`src/rtl/hazard_ctrl.sv`:
```
// Hazard/forwarding controller for a 5-stage MIPS pipeline with a mult/div unit.
// Tracks in-flight writers (E, M, W) to derive forward selects, stall and MD sequencing.
module hazard_ctrl #(
   parameter int MULT_CYC = 5,
   parameter int DIV_CYC  = 10
) (
   input  logic       clk,
   input  logic       reset_n,
   input  logic [4:0] rs_d,
   input  logic [4:0] rt_d,
   input  logic [1:0] tuse_rs_d,
   input  logic [1:0] tuse_rt_d,
   input  logic [4:0] dst_d,
   input  logic [1:0] tnew_d,
   input  logic [1:0] src_d,
   input  logic       md_use_d,
   input  logic [1:0] md_op_d,
   output logic       stall,
   output logic [2:0] fwd_rsd,
   output logic [2:0] fwd_rtd,
   output logic [2:0] fwd_rse,
   output logic [2:0] fwd_rte,
   output logic [2:0] fwd_rtm,
   output logic       md_start,
   output logic       md_busy
);

   localparam int MAX_CYC = (MULT_CYC > DIV_CYC) ? MULT_CYC : DIV_CYC;
   localparam int CNT_W   = $clog2(MAX_CYC + 1);

   localparam logic [1:0] SRC_ALU  = 2'd0;
   localparam logic [1:0] SRC_LOAD = 2'd1;
   localparam logic [1:0] SRC_PC8  = 2'd2;
   localparam logic [1:0] SRC_MD   = 2'd3;

   localparam logic [1:0] MD_MULT = 2'd1;
   localparam logic [1:0] MD_DIV  = 2'd2;

   localparam logic [2:0] SEL_REG    = 3'd0;
   localparam logic [2:0] SEL_AO_M   = 3'd1;
   localparam logic [2:0] SEL_WD     = 3'd2;
   localparam logic [2:0] SEL_PC8_E  = 3'd3;
   localparam logic [2:0] SEL_PC8_M  = 3'd4;
   localparam logic [2:0] SEL_PC8_W  = 3'd5;
   localparam logic [2:0] SEL_MD_OUT = 3'd6;
   localparam logic [2:0] SEL_MDO_M  = 3'd7;

   logic [4:0]       e_rs_q, e_rs_d, e_rt_q, e_rt_d, e_dst_q, e_dst_d;
   logic [1:0]       e_tnew_q, e_tnew_d, e_src_q, e_src_d, e_md_op_q, e_md_op_d;
   logic [4:0]       m_rt_q, m_rt_d, m_dst_q, m_dst_d;
   logic [1:0]       m_tnew_q, m_tnew_d, m_src_q, m_src_d;
   logic [4:0]       w_dst_q, w_dst_d;
   logic [1:0]       w_src_q, w_src_d;
   logic [CNT_W-1:0] busy_cnt_q, busy_cnt_d;

   function automatic logic [2:0] enc_m(input logic [1:0] src);
      case (src)
         SRC_ALU: enc_m = SEL_AO_M;
         SRC_PC8: enc_m = SEL_PC8_M;
         SRC_MD:  enc_m = SEL_MDO_M;
         default: enc_m = SEL_REG;
      endcase
   endfunction

   function automatic logic [2:0] enc_w(input logic [1:0] src);
      enc_w = (src == SRC_PC8) ? SEL_PC8_W : SEL_WD;
   endfunction

   function automatic logic [2:0] enc_e(input logic [1:0] src);
      case (src)
         SRC_PC8: enc_e = SEL_PC8_E;
         SRC_MD:  enc_e = SEL_MD_OUT;
         default: enc_e = SEL_REG;
      endcase
   endfunction

   // Register $0 never forwards and never stalls, which also makes bubbles (dst=0) inert.
   function automatic logic hazard(input logic [4:0] s, input logic [1:0] tuse,
                                   input logic [4:0] edst, input logic [1:0] etnew,
                                   input logic [4:0] mdst, input logic [1:0] mtnew);
      hazard = 1'b0;
      if (tuse != 2'd3 && s != 5'd0) begin
         if (edst == s && etnew > tuse) hazard = 1'b1;
         if (mdst == s && mtnew > tuse) hazard = 1'b1;
      end
   endfunction

   function automatic logic [2:0] sel_d(input logic [4:0] s,
                                        input logic [4:0] edst, input logic [1:0] esrc,
                                        input logic [4:0] mdst, input logic [1:0] msrc,
                                        input logic [4:0] wdst, input logic [1:0] wsrc);
      if (s == 5'd0)       sel_d = SEL_REG;
      else if (edst == s)  sel_d = enc_e(esrc);
      else if (mdst == s)  sel_d = enc_m(msrc);
      else if (wdst == s)  sel_d = enc_w(wsrc);
      else                 sel_d = SEL_REG;
   endfunction

   function automatic logic [2:0] sel_e(input logic [4:0] s,
                                        input logic [4:0] mdst, input logic [1:0] msrc,
                                        input logic [4:0] wdst, input logic [1:0] wsrc);
      if (s == 5'd0)       sel_e = SEL_REG;
      else if (mdst == s)  sel_e = enc_m(msrc);
      else if (wdst == s)  sel_e = enc_w(wsrc);
      else                 sel_e = SEL_REG;
   endfunction

   always_comb begin
      md_start = (e_md_op_q == MD_MULT) || (e_md_op_q == MD_DIV);
      md_busy  = (busy_cnt_q != '0) || md_start;
      stall    = hazard(rs_d, tuse_rs_d, e_dst_q, e_tnew_q, m_dst_q, m_tnew_q)
               | hazard(rt_d, tuse_rt_d, e_dst_q, e_tnew_q, m_dst_q, m_tnew_q)
               | (md_use_d && (md_start || busy_cnt_q != '0));
      fwd_rsd  = sel_d(rs_d, e_dst_q, e_src_q, m_dst_q, m_src_q, w_dst_q, w_src_q);
      fwd_rtd  = sel_d(rt_d, e_dst_q, e_src_q, m_dst_q, m_src_q, w_dst_q, w_src_q);
      fwd_rse  = sel_e(e_rs_q, m_dst_q, m_src_q, w_dst_q, w_src_q);
      fwd_rte  = sel_e(e_rt_q, m_dst_q, m_src_q, w_dst_q, w_src_q);
      if (m_rt_q != 5'd0 && w_dst_q == m_rt_q) fwd_rtm = enc_w(w_src_q);
      else                                     fwd_rtm = SEL_REG;
   end

   always_comb begin
      m_rt_d   = e_rt_q;
      m_dst_d  = e_dst_q;
      m_tnew_d = (e_tnew_q != 2'd0) ? e_tnew_q - 2'd1 : 2'd0;
      m_src_d  = e_src_q;
      w_dst_d  = m_dst_q;
      w_src_d  = m_src_q;

      e_rs_d    = 5'd0;
      e_rt_d    = 5'd0;
      e_dst_d   = 5'd0;
      e_tnew_d  = 2'd0;
      e_src_d   = 2'd0;
      e_md_op_d = 2'd0;
      if (!stall) begin
         e_rs_d    = rs_d;
         e_rt_d    = rt_d;
         e_dst_d   = dst_d;
         e_tnew_d  = tnew_d;
         e_src_d   = src_d;
         e_md_op_d = md_op_d;
      end

      // A start always (re)loads the latency, even if the unit is still busy.
      if (md_start)
         busy_cnt_d = (e_md_op_q == MD_DIV) ? CNT_W'(DIV_CYC) : CNT_W'(MULT_CYC);
      else if (busy_cnt_q != '0)
         busy_cnt_d = busy_cnt_q - CNT_W'(1);
      else
         busy_cnt_d = '0;
   end

   always_ff @(posedge clk or negedge reset_n) begin
      if (!reset_n) begin
         e_rs_q     <= 5'd0;
         e_rt_q     <= 5'd0;
         e_dst_q    <= 5'd0;
         e_tnew_q   <= 2'd0;
         e_src_q    <= 2'd0;
         e_md_op_q  <= 2'd0;
         m_rt_q     <= 5'd0;
         m_dst_q    <= 5'd0;
         m_tnew_q   <= 2'd0;
         m_src_q    <= 2'd0;
         w_dst_q    <= 5'd0;
         w_src_q    <= 2'd0;
         busy_cnt_q <= '0;
      end else begin
         e_rs_q     <= e_rs_d;
         e_rt_q     <= e_rt_d;
         e_dst_q    <= e_dst_d;
         e_tnew_q   <= e_tnew_d;
         e_src_q    <= e_src_d;
         e_md_op_q  <= e_md_op_d;
         m_rt_q     <= m_rt_d;
         m_dst_q    <= m_dst_d;
         m_tnew_q   <= m_tnew_d;
         m_src_q    <= m_src_d;
         w_dst_q    <= w_dst_d;
         w_src_q    <= w_src_d;
         busy_cnt_q <= busy_cnt_d;
      end
   end

endmodule

```
`config.mk`:
```
export PLATFORM = sky130hd
export DESIGN_NAME = hazard_ctrl
export DESIGN_NICKNAME = d
export VERILOG_FILES = /design/src/rtl/hazard_ctrl.sv
export SDC_FILE = /design/constraint.sdc
export NUM_CORES = 1
export LEC_CHECK = 0
export BUFFER_PORTS_ARGS = -buffer_cell sky130_fd_sc_hd__buf_2
export CAP_MARGIN = 5
export CORE_MARGIN = 8
export CORE_UTILIZATION = 57
export CTS_CLUSTER_DIAMETER = 120
export DETAILED_ROUTE_END_ITERATION = 8
export PLACE_DENSITY = 0.8
export SLEW_MARGIN = 40
export SYNTH_ARGS = -nofsm -noshare
export SYNTH_HDL_FRONTEND = slang
export SYNTH_SLANG_ARGS = --single-unit
```
`constraint.sdc`:
```
create_clock -name clk -period 2.7 [get_ports clk]
set_input_delay 0 -clock clk [delete_from_list [all_inputs] [get_ports clk]]
set_output_delay 0 -clock clk [all_outputs]
set_load 0.05 [all_outputs]
```
; ---- Word level (Yosys, flattened, before mapping)
; Index checks and enable logic that the tools add are counted.
; W data, S select, Z words.
[op_classes]
n_addsub = 2
n_lt_le_gt_ge = 4
eq_ne = 20
mux = 34
n_bitwise = 2
reduce_logical = 20
[op_table]
columns = cell, n
row1 = $eq A5 B5 Y1, 11
row2 = $mux W3, 16
row3 = $logic_not A5 Y1, 4
row4 = $mux W5, 3
row5 = $reduce_bool A5 Y1, 3
row6 = $eq A2 B2 Y1 const B, 6
row7 = $mux W4, 3
row8 = $pmux W3 S3, 1
row9 = $gt A2 B2 Y1, 4
row10 = $logic_and A1 B1 Y1, 8
row11 = $mux W2, 4
row12 = $mux W1, 6
row13 = $pmux W3 S2, 1
row14 = $ne A2 B2 Y1 const B, 2
row15 = $reduce_bool A4 Y1, 1
row16 = $sub A4 B1 Y4 const B, 1
row17 = $eq A2 B1 Y1 const B, 1
row18 = $logic_not A2 Y1, 1
row19 = $logic_or A1 B1 Y1, 2
row20 = $or A1 B1 Y1, 2
row21 = $reduce_bool A2 Y1, 1
row22 = $sub A2 B1 Y2 const B, 1
[word_totals]
ff_bits = 46
inputBits = 28
wordCells = 95

; ---- Depth between registers and ports, before layout
[logic_depth]
depth_word = 8
depth_mapped = 8

; ---- Worst setup path before layout
; Ideal clock, no wire load.
[synth_timing]
path_type = register -> output
from = reg m_dst_q[2]
to = out fwd_rsd[0]
arrival_ns = 2.681
t_required_ns = 2.700
slack_ns = 0.019
stages_incl_launch_ff = 7
cell_sequence = dfrtp_1 > clkbuf_1 > xnor2_1 > nand3_1 > nor3_1 > or4_1 > a311oi_1
[synth_via]
elab_chain_cells = 4
[synth_rtl]
columns = element, line_no
row1 = from (decl), 50  ; logic [4:0] m_rt_q, m_rt_d, m_dst_q, m_dst_d;
row2 = from (signal assigned), 177  ; m_dst_q <= m_dst_d;
row3 = $eq A5 B5 Y1, 94  ; else if (mdst == s) sel_d = enc_m(msrc);
row4 = $mux W3, 94
row5 = $mux W3, 93  ; else if (edst == s) sel_d = enc_e(esrc);
row6 = $mux W3, 92  ; if (s == 5'd0) sel_d = SEL_REG;
row7 = to (decl), 19  ; output logic [2:0] fwd_rsd,
; No other way between the ends.

; ---- Final worst setup path
[layout_timing]
from = reg m_dst_q[2]
to = out stall
[layout_via]
elab_chain_cells = 6
word_cells_on_any_way = 10
cone_classes = eq/ne: 2 / mux: 4 / bitwise: 2 / reduce/logical: 2
[layout_rtl]
columns = element, line_no
row1 = $eq A5 B5 Y1, 84  ; if (mdst == s && mtnew > tuse) hazard = 1'b1;
row2 = $logic_and A1 B1 Y1, 84
row3 = $mux W1, 84
row4 = $mux W1, 82  ; if (tuse != 2'd3 && s != 5'd0) begin
row5 = $or A1 B1 Y1 *, 112  ; | hazard(rt_d, tuse_rt_d, e_dst_q, e_tnew_q, m_dst_q, m_tnew_q)
row6 = $or A1 B1 Y1 *, 113  ; | (md_use_d && (md_start || busy_cnt_q != '0));
row7 = to (decl), 18  ; output logic stall,
; Every way passes the cells marked *; elsewhere a longest branch is shown, timed or not.

==> run metrics <==
Clk pin slew, worst setup/hold paths 0.09 ns; Fin Clk Skew 0.00902 ns; CP Launch Type flop; WP data arrival 2.49 ns; row count 25; VDD IR max 553 µV; CTS buffer count 5; DR vias/cell 5.36; reg2reg end e_md_op_q[0]; Pint 0.00138 W; dpl ws 0.564 ns; setup ws final 0.209 ns; period utilization 0.923; Final Hold Viols 0; RSZ-0062 raised after global routing no; Netlist Area Pre-Place 2850 µm²; Tot Pwr 0.00215 W; # resized after CTS 0; worst setup path class flop to primary output; logic gate share of total power 0.335; drt wl/cell 15.8 µm; register share of total power 0.430; H-tree depth 2; r2r worst-path depth 6; Slew Limit Fails 0; first-pass GRT wire length 11.2 mm; Clk network pwr share 0.235; r2r startpoint m_dst_q[2]; Worst Hold Depth 3; synth warn 0; setup TNS 0 ns; area grow syn2layout 20.5%; Congestion Overflow GR 0; Net Sw Frac 0.361; initial antenna violation count 0; most common cell after layout, fill and taps aside dfrtp_1; #FFs+latches synth 46; Cells after Synth 294; Root Driver clkbuf_8; Layout Nets 393; Slew @ Worst Pin 0.599 ns; Placed Instances 393; CTS tree yes; n_diodes 0; Pleak 1.64 nW; final RePlAce weighted congestion 0.882; Non-Filler Instances 421; Final Critical Period 2.49 ns; IO Port Bufs 45; vias in the first global route 2,437; layout cells sized above 1 0.229; Vias 2,256; Starting Density 0.598; CORE AREA 4750 µm²; crit path max fanout 7; Avg Cell Area, Syn 9.68 µm²; clock buffer depth 2; Critical Path RT 2.70 ns; drt pass-1 iters 4; CP Capture Type primary output; WL final 6.64 mm; post-synthesis cell type count 35; Post-CTS Repair Setup Buffers 0; switching pwr 0.000778 W; Boundary Pins 46; Cell Pwr Density 628 nW/µm²; achievable frequency 401 MHz; Hold WS 0.00666 ns; ANT nets after route 0; CTS Sinks 46; Die Area 7510 µm²; largest cells by area after synthesis dfrtp_1 40%, xnor2_1 12%, nor3_2 7.0%, ha_1 5.3%, xor2_1 4.9%; largest net degree at the start of global routing 47; Max Cap Viol 0; Iter 0 DRT Violations 92; all-layer global routing usage 0.189; sequential fraction of the synthesis area 0.405; drt drc 0; syn_nets 334; Die H 86.7 µm; Clk Latency, worst-skew pair 0.30 ns; Final setup viols 0; most frequent cells in the layout 46 x dfrtp_1, 44 x buf_2, 38 x xnor2_1; Filler Cells Inserted 389; DIE WIDTH 86.7 µm; status complete, no violations; area share of the largest cell type after synthesis 0.405; worst hold path type primary input to flop; min-delay src rt_d[2]; setup slack, reg-to-reg 0.54 ns; HPWL reported at the end of detailed placement 4.87 mm; post-synth top area cell dfrtp_1; slew margin rel. 0.598; Hold EP e_rt_q[2]
## critical path, stage by stage (launching register included)
cell and delay, ns:
dfrtp_1 0.46, xnor2_1 0.19, nand3_1 0.10, nor3_1 0.53, a221o_1 0.49, or2_1 0.16, buf_2 0.25
## worst max-delay path by stage
stage                     startpoint    endpoint  slack (ns)  cells past startpoint
after floorplan           m_dst_q[2]  fwd_rsd[0]        0.02                      6
after global placement    m_dst_q[2]       stall        0.61                      6
after detailed placement  m_dst_q[3]       stall        0.56                      6
after CTS                 m_dst_q[2]       stall        0.22                      6
after global routing      m_dst_q[4]       stall        0.06                      6
final                     m_dst_q[2]       stall        0.21                      6
## cell usage after synthesis (all sizes together)
cell,instances
a211o,1
a21oi,7
a221o,1
a22o,3
a311oi,2
a31oi,3
and2,1
buf,6
clkbuf,11
dfrtp,46
ha,12
inv,31
mux2i,9
nand2,13
nand2b,4
nand3,11
nand3b,1
nor2,16
nor2b,5
nor3,36
nor4,2
o21ai,5
o22ai,4
o311ai,1
or2,2
or3,1
or4,6
xnor2,38
xor2,16
## power groups by stage
stage | Sequential [W] | Clock, W | Combinational, W
2_1_floorplan | 0.000882 | 0 | 0.000568
3_3_place_gp | 0.000928 | 0 | 0.000679
3_5_place_dp | 0.000938 | 0 | 0.000696
4_1_cts | 0.000925 | 0.000515 | 0.000721
5_1_grt | 0.000943 | 0.000543 | 0.000795
6_report | 0.000925 | 0.000506 | 0.000722
## repair_timing
item | CTS | global route
hold endpoints to repair | 65 | 0
hold buffers | 20 | 0
endpoints found under the setup margin | 0 | 0
## sequential cells by signal, indices dropped and copies added (netlist names)
| signal | cells |
|---|---|
| e_dst_q | 5 |
| m_dst_q | 5 |
| e_tnew_q | 2 |
| m_src_q | 2 |
| m_rt_q | 5 |
| busy_cnt_q | 4 |
| w_dst_q | 5 |
| e_rt_q | 5 |
| m_tnew_q | 2 |
| e_md_op_q | 2 |
| w_src_q | 2 |
| e_src_q | 2 |
| e_rs_q | 5 |
## final cells by class
cell class / count / area (µm²) / area share
clock buffer: 6 / 72.6 / 0.0212
clock inverter: 2 / 37.5 / 0.0109
inverter: 31 / 116 / 0.0339
multi-input combinational: 200 / 1500 / 0.437
sequential: 46 / 1150 / 0.336
tap: 67 / 83.8 / 0.0244
timing repair buffer: 69 / 470 / 0.137
## metrics by stage
step,util,cell area (µm²)
detailed placement,0.656,3120
floorplan,-,2850
CTS,0.721,3430
finish,0.721,3430
global route,0.721,3430
global placement,0.656,3120
## cell families after synthesis
family                     count (synthesis)  share of synthesized area
xor gates and xnor gates                  54                      0.166
adders and majority gates                 12                     0.0528
DFF                                       46                      0.405
buffers and inverters                     48                     0.0712
muxes                                      9                     0.0317
and+or+nand+nor                           98                      0.212
AOI/OAI and AO/OA                         27                     0.0616
## per-layer routing
layer  vias to the layer above  track usage  wire length [µm]
met1                      1100        0.199              2720
met5                         -            0                 0
met3                        12       0.0425               314
li1                       1099            -                 -
met2                        45        0.355              3480
met4                         0       0.0720               116
No activity file was read; power rests on OpenSTA's default activity.
